File: config.mk
export PLATFORM = sky130hd
export DESIGN_NAME = sat_counter
export DESIGN_NICKNAME = d
export VERILOG_FILES = /design/src/rtl/mem_cmp_pkg.sv /design/src/rtl/sat_counter.sv
export SDC_FILE = /design/constraint.sdc
export NUM_CORES = 1
export LEC_CHECK = 0
export CORE_MARGIN = 8
export CORE_UTILIZATION = 34
export CTS_CLUSTER_DIAMETER = 30
export DETAILED_ROUTE_END_ITERATION = 8
export GPL_TIMING_DRIVEN = 0
export PLACE_DENSITY = 0.56
export RECOVER_POWER = 50
export SYNTH_ARGS = -nofsm -noshare
export SYNTH_HDL_FRONTEND = slang
export SYNTH_SLANG_ARGS = --single-unit
File: constraint.sdc
create_clock -name clk -period 4.1 [get_ports clk]
set_clock_uncertainty 0.2 [all_clocks]
set_input_delay 1.23 -clock clk [delete_from_list [all_inputs] [get_ports clk]]
set_output_delay 1.23 -clock clk [all_outputs]
set_load 0.05 [all_outputs]
File: src/rtl/mem_cmp_pkg.sv
// Shared definitions for the memory compare checker: FSM state encoding and
// a saturating increment helper used by the result counters.
package mem_cmp_pkg;

  typedef enum logic [1:0] {
    ST_IDLE  = 2'd0,
    ST_RUN   = 2'd1,
    ST_FLUSH = 2'd2,
    ST_DONE  = 2'd3
  } state_t;

  // Widths up to 32 bits; callers cast to and from their own counter width.
  function automatic logic [31:0] sat_inc(input logic [31:0] val, input logic [31:0] max_val);
    return (val == max_val) ? val : val + 32'd1;
  endfunction

endpackage

File: src/rtl/sat_counter.sv
// Saturating up-counter with synchronous clear; clear has priority over increment.
module sat_counter
  import mem_cmp_pkg::*;
#(
  parameter int CNT_W = 16
) (
  input  logic             clk,
  input  logic             rst,
  input  logic             i_clear,
  input  logic             i_inc,
  output logic [CNT_W-1:0] o_count
);

  localparam logic [CNT_W-1:0] MAX_CNT = '1;

  logic [CNT_W-1:0] r_count;

  always_ff @(posedge clk or posedge rst) begin
    if (rst) begin
      r_count <= '0;
    end else if (i_clear) begin
      r_count <= '0;
    end else if (i_inc) begin
      r_count <= CNT_W'(sat_inc(32'(r_count), 32'(MAX_CNT)));
    end
  end

  assign o_count = r_count;

endmodule

Word-level counts from Yosys, hierarchy flattened
Cells that the tools add are included.
- register bits after elaboration: 16
- latch bits: 0
- memory bits (writable): 0
- ROM bits: 0
- input bits: 4
- output and inout port bits: 16
- word-level logic and storage cells: 9
- memories kept: 0
- $add $sub $neg: 1
- $mul: 0
- divide/modulo/power cells: 0
- magnitude comparators: 0
- eq/ne operators: 2
- shift-type cells: 0
- multiplexer cells: 3
- bitwise logic cells: 0
- reductions and logical operators: 2
- operators with widths (kind ; number):
    two-way mux 16 bit ; 3
    adder 16 x 1 -> 16 bit, second input constant ; 1
    == test 16 bit, second input constant ; 1
    != test 2 bit, second input constant ; 1
    AND reduction 2 bit ; 1
    nonzero test 2 bit ; 1

Depth between registers and ports, before layout
Gate-level depths: netlist of run 1.
- word-level depth: 4
- gate-level depth with buffers: 5
- gate-level depth less buffers: 5

Worst setup path before layout of run 1
Ideal clock, no wire load.
- path type: input to register
- from: input i_inc
- to: register r_count[7] (netlist: o_count[7])
- setup time: 0.078 ns
- arrival: 2.228 ns
- data required time: 3.822 ns
- setup slack: 1.594 ns
- cell stages on the path: 5
- path buffers: 1
- path through: nand3_1 or2_0 clkbuf_2 or4_1 a21oi_1
- longest elaborated chain between the ends: 2
- ends and longest elaborated chain (element ; RTL line ; text):
    from (decl) ; sat_counter.sv:10 ; input logic i_inc,
    nonzero test 2 bit (no line) ; n/a ;
    AND reduction 2 bit (no line) ; n/a ;
    to (signal assigned) ; sat_counter.sv:24 ; r_count <= CNT_W'(sat_inc(32'(r_count), 32'(MAX_CNT)));
    to (decl) ; sat_counter.sv:16 ; logic [CNT_W-1:0] r_count;
No other way between the ends.
A chain may end at the register's enable or synchronous reset.

Final worst setup path of run 1
- from: register r_count[5] (netlist: o_count[5])
- to: output o_count[5]
- RTL lines (element ; RTL line ; text):
    to (decl) ; sat_counter.sv:11 ; output logic [CNT_W-1:0] o_count
No word-level cell between the ends.

==> metrics.cfg, run 1 <==
[sta]
tns_ns=0
fin_crit_sh_pct=75.2
slew-limit-headroom_pct=57.7
finalHoldViolCount=0
worst_pin_slew_ns=0.634
fin_crit_ns=3.09
fmax_mhz=324
finalMaxSlewViolations=0
setup_viol=0
rsz0062_at_grt=false

[routing]
drc=0
vias=804
drt_iter0_markers=62
vias_per_cell=5.58
drt-total-wl_um=2070
dr.pass1.iters=3
antenna_left=0
wl_per_cell_um=14.4

[clock_tree]
clock_latency_ns=0.30
cts_max_path_buffers=2
clk_pin_slew_ns=0.10
post_cts_buffers=0
postCtsResizedCells=0
cts-root-buf=clkbuf_4
cts_hold_buffers=0
cts_max_level=1
tritoncts=done
clock_sinks=16
cts_buffers=3

[yosys]
synth.most_common_cell=dfrtp_1
yosys_warnings=0
synth_area_leaders=dfrtp_1, a21oi_1, o31ai_1
syn_inst=91
syn_area_sq_um=926
synth_nets=96
synth_top_cell_area_share_pct=43.2
ys_ff_latch=16
synth_cell_types=37
synth_common_cells=dfrtp_1, a21oi_1, nor2_1, o31ai_1
synth_largest_area_cell=dfrtp_1
synth_ff_type=dfrtp_1
synthArstFlopShare_pct=100
syn_area_per_cell_sq_um=10.2
synth_edf_count=0
ys_seq_area_share_pct=43.2

[grt]
grt_pass1_vias=798
gr-total-overflow=0
grt_max_degree=17
grt_pass1_wl_um=3630
antenna_found_initial=0
grt_usage_pct=10.2

[floorplanning]
initial_utilization_pct=34.8
rows=19
die_h_um=68.2
core_sq_um=2660
die-area_sq_um=4650
io_pins=20
die_width_um=68.2

[worst_setup_path]
cp_slowest_cell=clkdlybuf4s50_1
cp_num_buf_inv=1
critPathTopFamily=buffers and inverters
cpPeakStageDelay_ns=0.86
worst-path-max-fanout=8
critPathCaptureType=output pin
arrival_ns=1.66
required_ns=2.67
cp_cell_sequence=clkdlybuf4s50_1
cp-start-kind=flip-flop
timing_worst_setup_path_type=reg2out

[placement]
io_buffers=18
finalWeightedCongestion=0.786
dp_hpwl_um=1530
placed_cell_area_sq_um=1140

[final_layout]
finalInstanceArea_sq_um=1170
final_nets=119
multiInputGateArea_sq_um=492
register_area_sq_um=400
num-fill-cells=274
drive_gt1_share_pct=11.5
largest_reg_flops=16
area_growth_pct=26.1
diodes=0

[power]
vdd_drop_max_uv=182
p_per_area_nw_per_um2=253
power.leakage_nw=0.462

[outcome]
outcome=complete, no violations

[min_path]
hold_path.class=reg2reg

[job]
maxCapViolCount=0

==> routing by layer <==
layer  vias up  share of wire (%)  routed length [um]  global-route usage, %
met5         -                  0                   0                      0
met4         0               0.58                  12                   2.56
met3         2                9.4                 194                   5.73
met2        18                 48                 997                   16.4
met1       391                 42                 869                   11.4
li1        393                  -                   -                      -
==> kinds of logic after synthesis <==
group | synth area share [%]
AOI/OAI and AO/OA | 15.7
xor gates and xnor gates | 0.946
adders and majority gates | 1.35
buffers and inverters | 2.16
DFF | 43.2
muxes | 2.30
and+or+nand+nor | 34.3
==> final timing paths <==
path	start	endpoint	slack, ns	depth (start not counted)
worst max-delay path	o_count[5]	o_count[5]	1.01	1
worst min-delay path	o_count[1]	o_count[1]	0.40	2
worst max register to register	o_count[0]	o_count[12]	1.99	5
worst min register to register	o_count[1]	o_count[1]	0.40	2
max in group asynchronous	rst	o_count[2]	2.05	2
min in group asynchronous	rst	o_count[11]	1.24	2
==> cell usage in the layout, fill, tap and decap left out, types with 2 or more instances in the layout <==
| cell | n |
|---|---|
| or4_1 | 4 |
| clkdlybuf4s50_1 | 16 |
| a21oi_1 | 10 |
| dfrtp_1 | 16 |
| o31ai_1 | 6 |
| nor3_1 | 4 |
| clkbuf_4 | 3 |
| o41ai_1 | 2 |
| nand2_1 | 3 |
| or3_1 | 4 |
| nor4_1 | 2 |
| inv_1 | 2 |
| nand4_4 | 2 |
| nor2_1 | 7 |
| nor2b_1 | 2 |
| dlygate4sd3_1 | 2 |
| nand3_1 | 4 |
| o21ai_0 | 2 |
==> metrics by stage <==
step                setup WS [ns]  power (mW)  instances  hold slack, ns  utilization [%]
global placement            0.892       0.192        140           0.368             43.0
CTS                         0.997       0.302        144           0.406             44.4
global route                0.932       0.310        144           0.461             43.8
finish                       1.01       0.296        144           0.397             43.8
detailed placement          0.856       0.192        140           0.378             43.0
floorplan                    1.59       0.182         91           0.639                -
==> power by group <==
group          switching, mW  internal (mW)  leakage, nW
Clock                 0.0536         0.0542       0.0210
Combinational         0.0180        0.00802        0.219
Sequential           0.00241          0.160        0.222
Total                 0.0740          0.222        0.462
==> layout make-up <==
| type | count | area share [%] |
|---|---|---|
| inverter | 2 | 0.643 |
| tap | 31 | 3.32 |
| buffer | 3 | 1.07 |
| multi-input combinational | 70 | 42.1 |
| sequential | 16 | 34.3 |
| clock buffer | 4 | 3.11 |
| timing repair buffer | 18 | 15.4 |
(Power assumes the default switching activity.)
==> run 2, diff against run 1 <==
==> constraint.sdc (replaced) <==
create_clock -name clk -period 2.95 [get_ports clk]
set_clock_uncertainty 0.2 [all_clocks]
set_input_delay 0.885 -clock clk [delete_from_list [all_inputs] [get_ports clk]]
set_output_delay 0.885 -clock clk [all_outputs]
set_load 0.05 [all_outputs]
==> results of run 2 <==
Same layout as run 1 (identical final DEF). Status: complete, no violations.
Among the figures that moved: setup slack after placement 0.856 ns -> 0.0511 ns; setup slack after layout 1.01 ns -> 0.210 ns; register-to-register setup slack 1.99 ns -> 0.84 ns; total power 0.296 mW -> 0.411 mW; worst IR drop on VDD 182 uV -> 253 uV
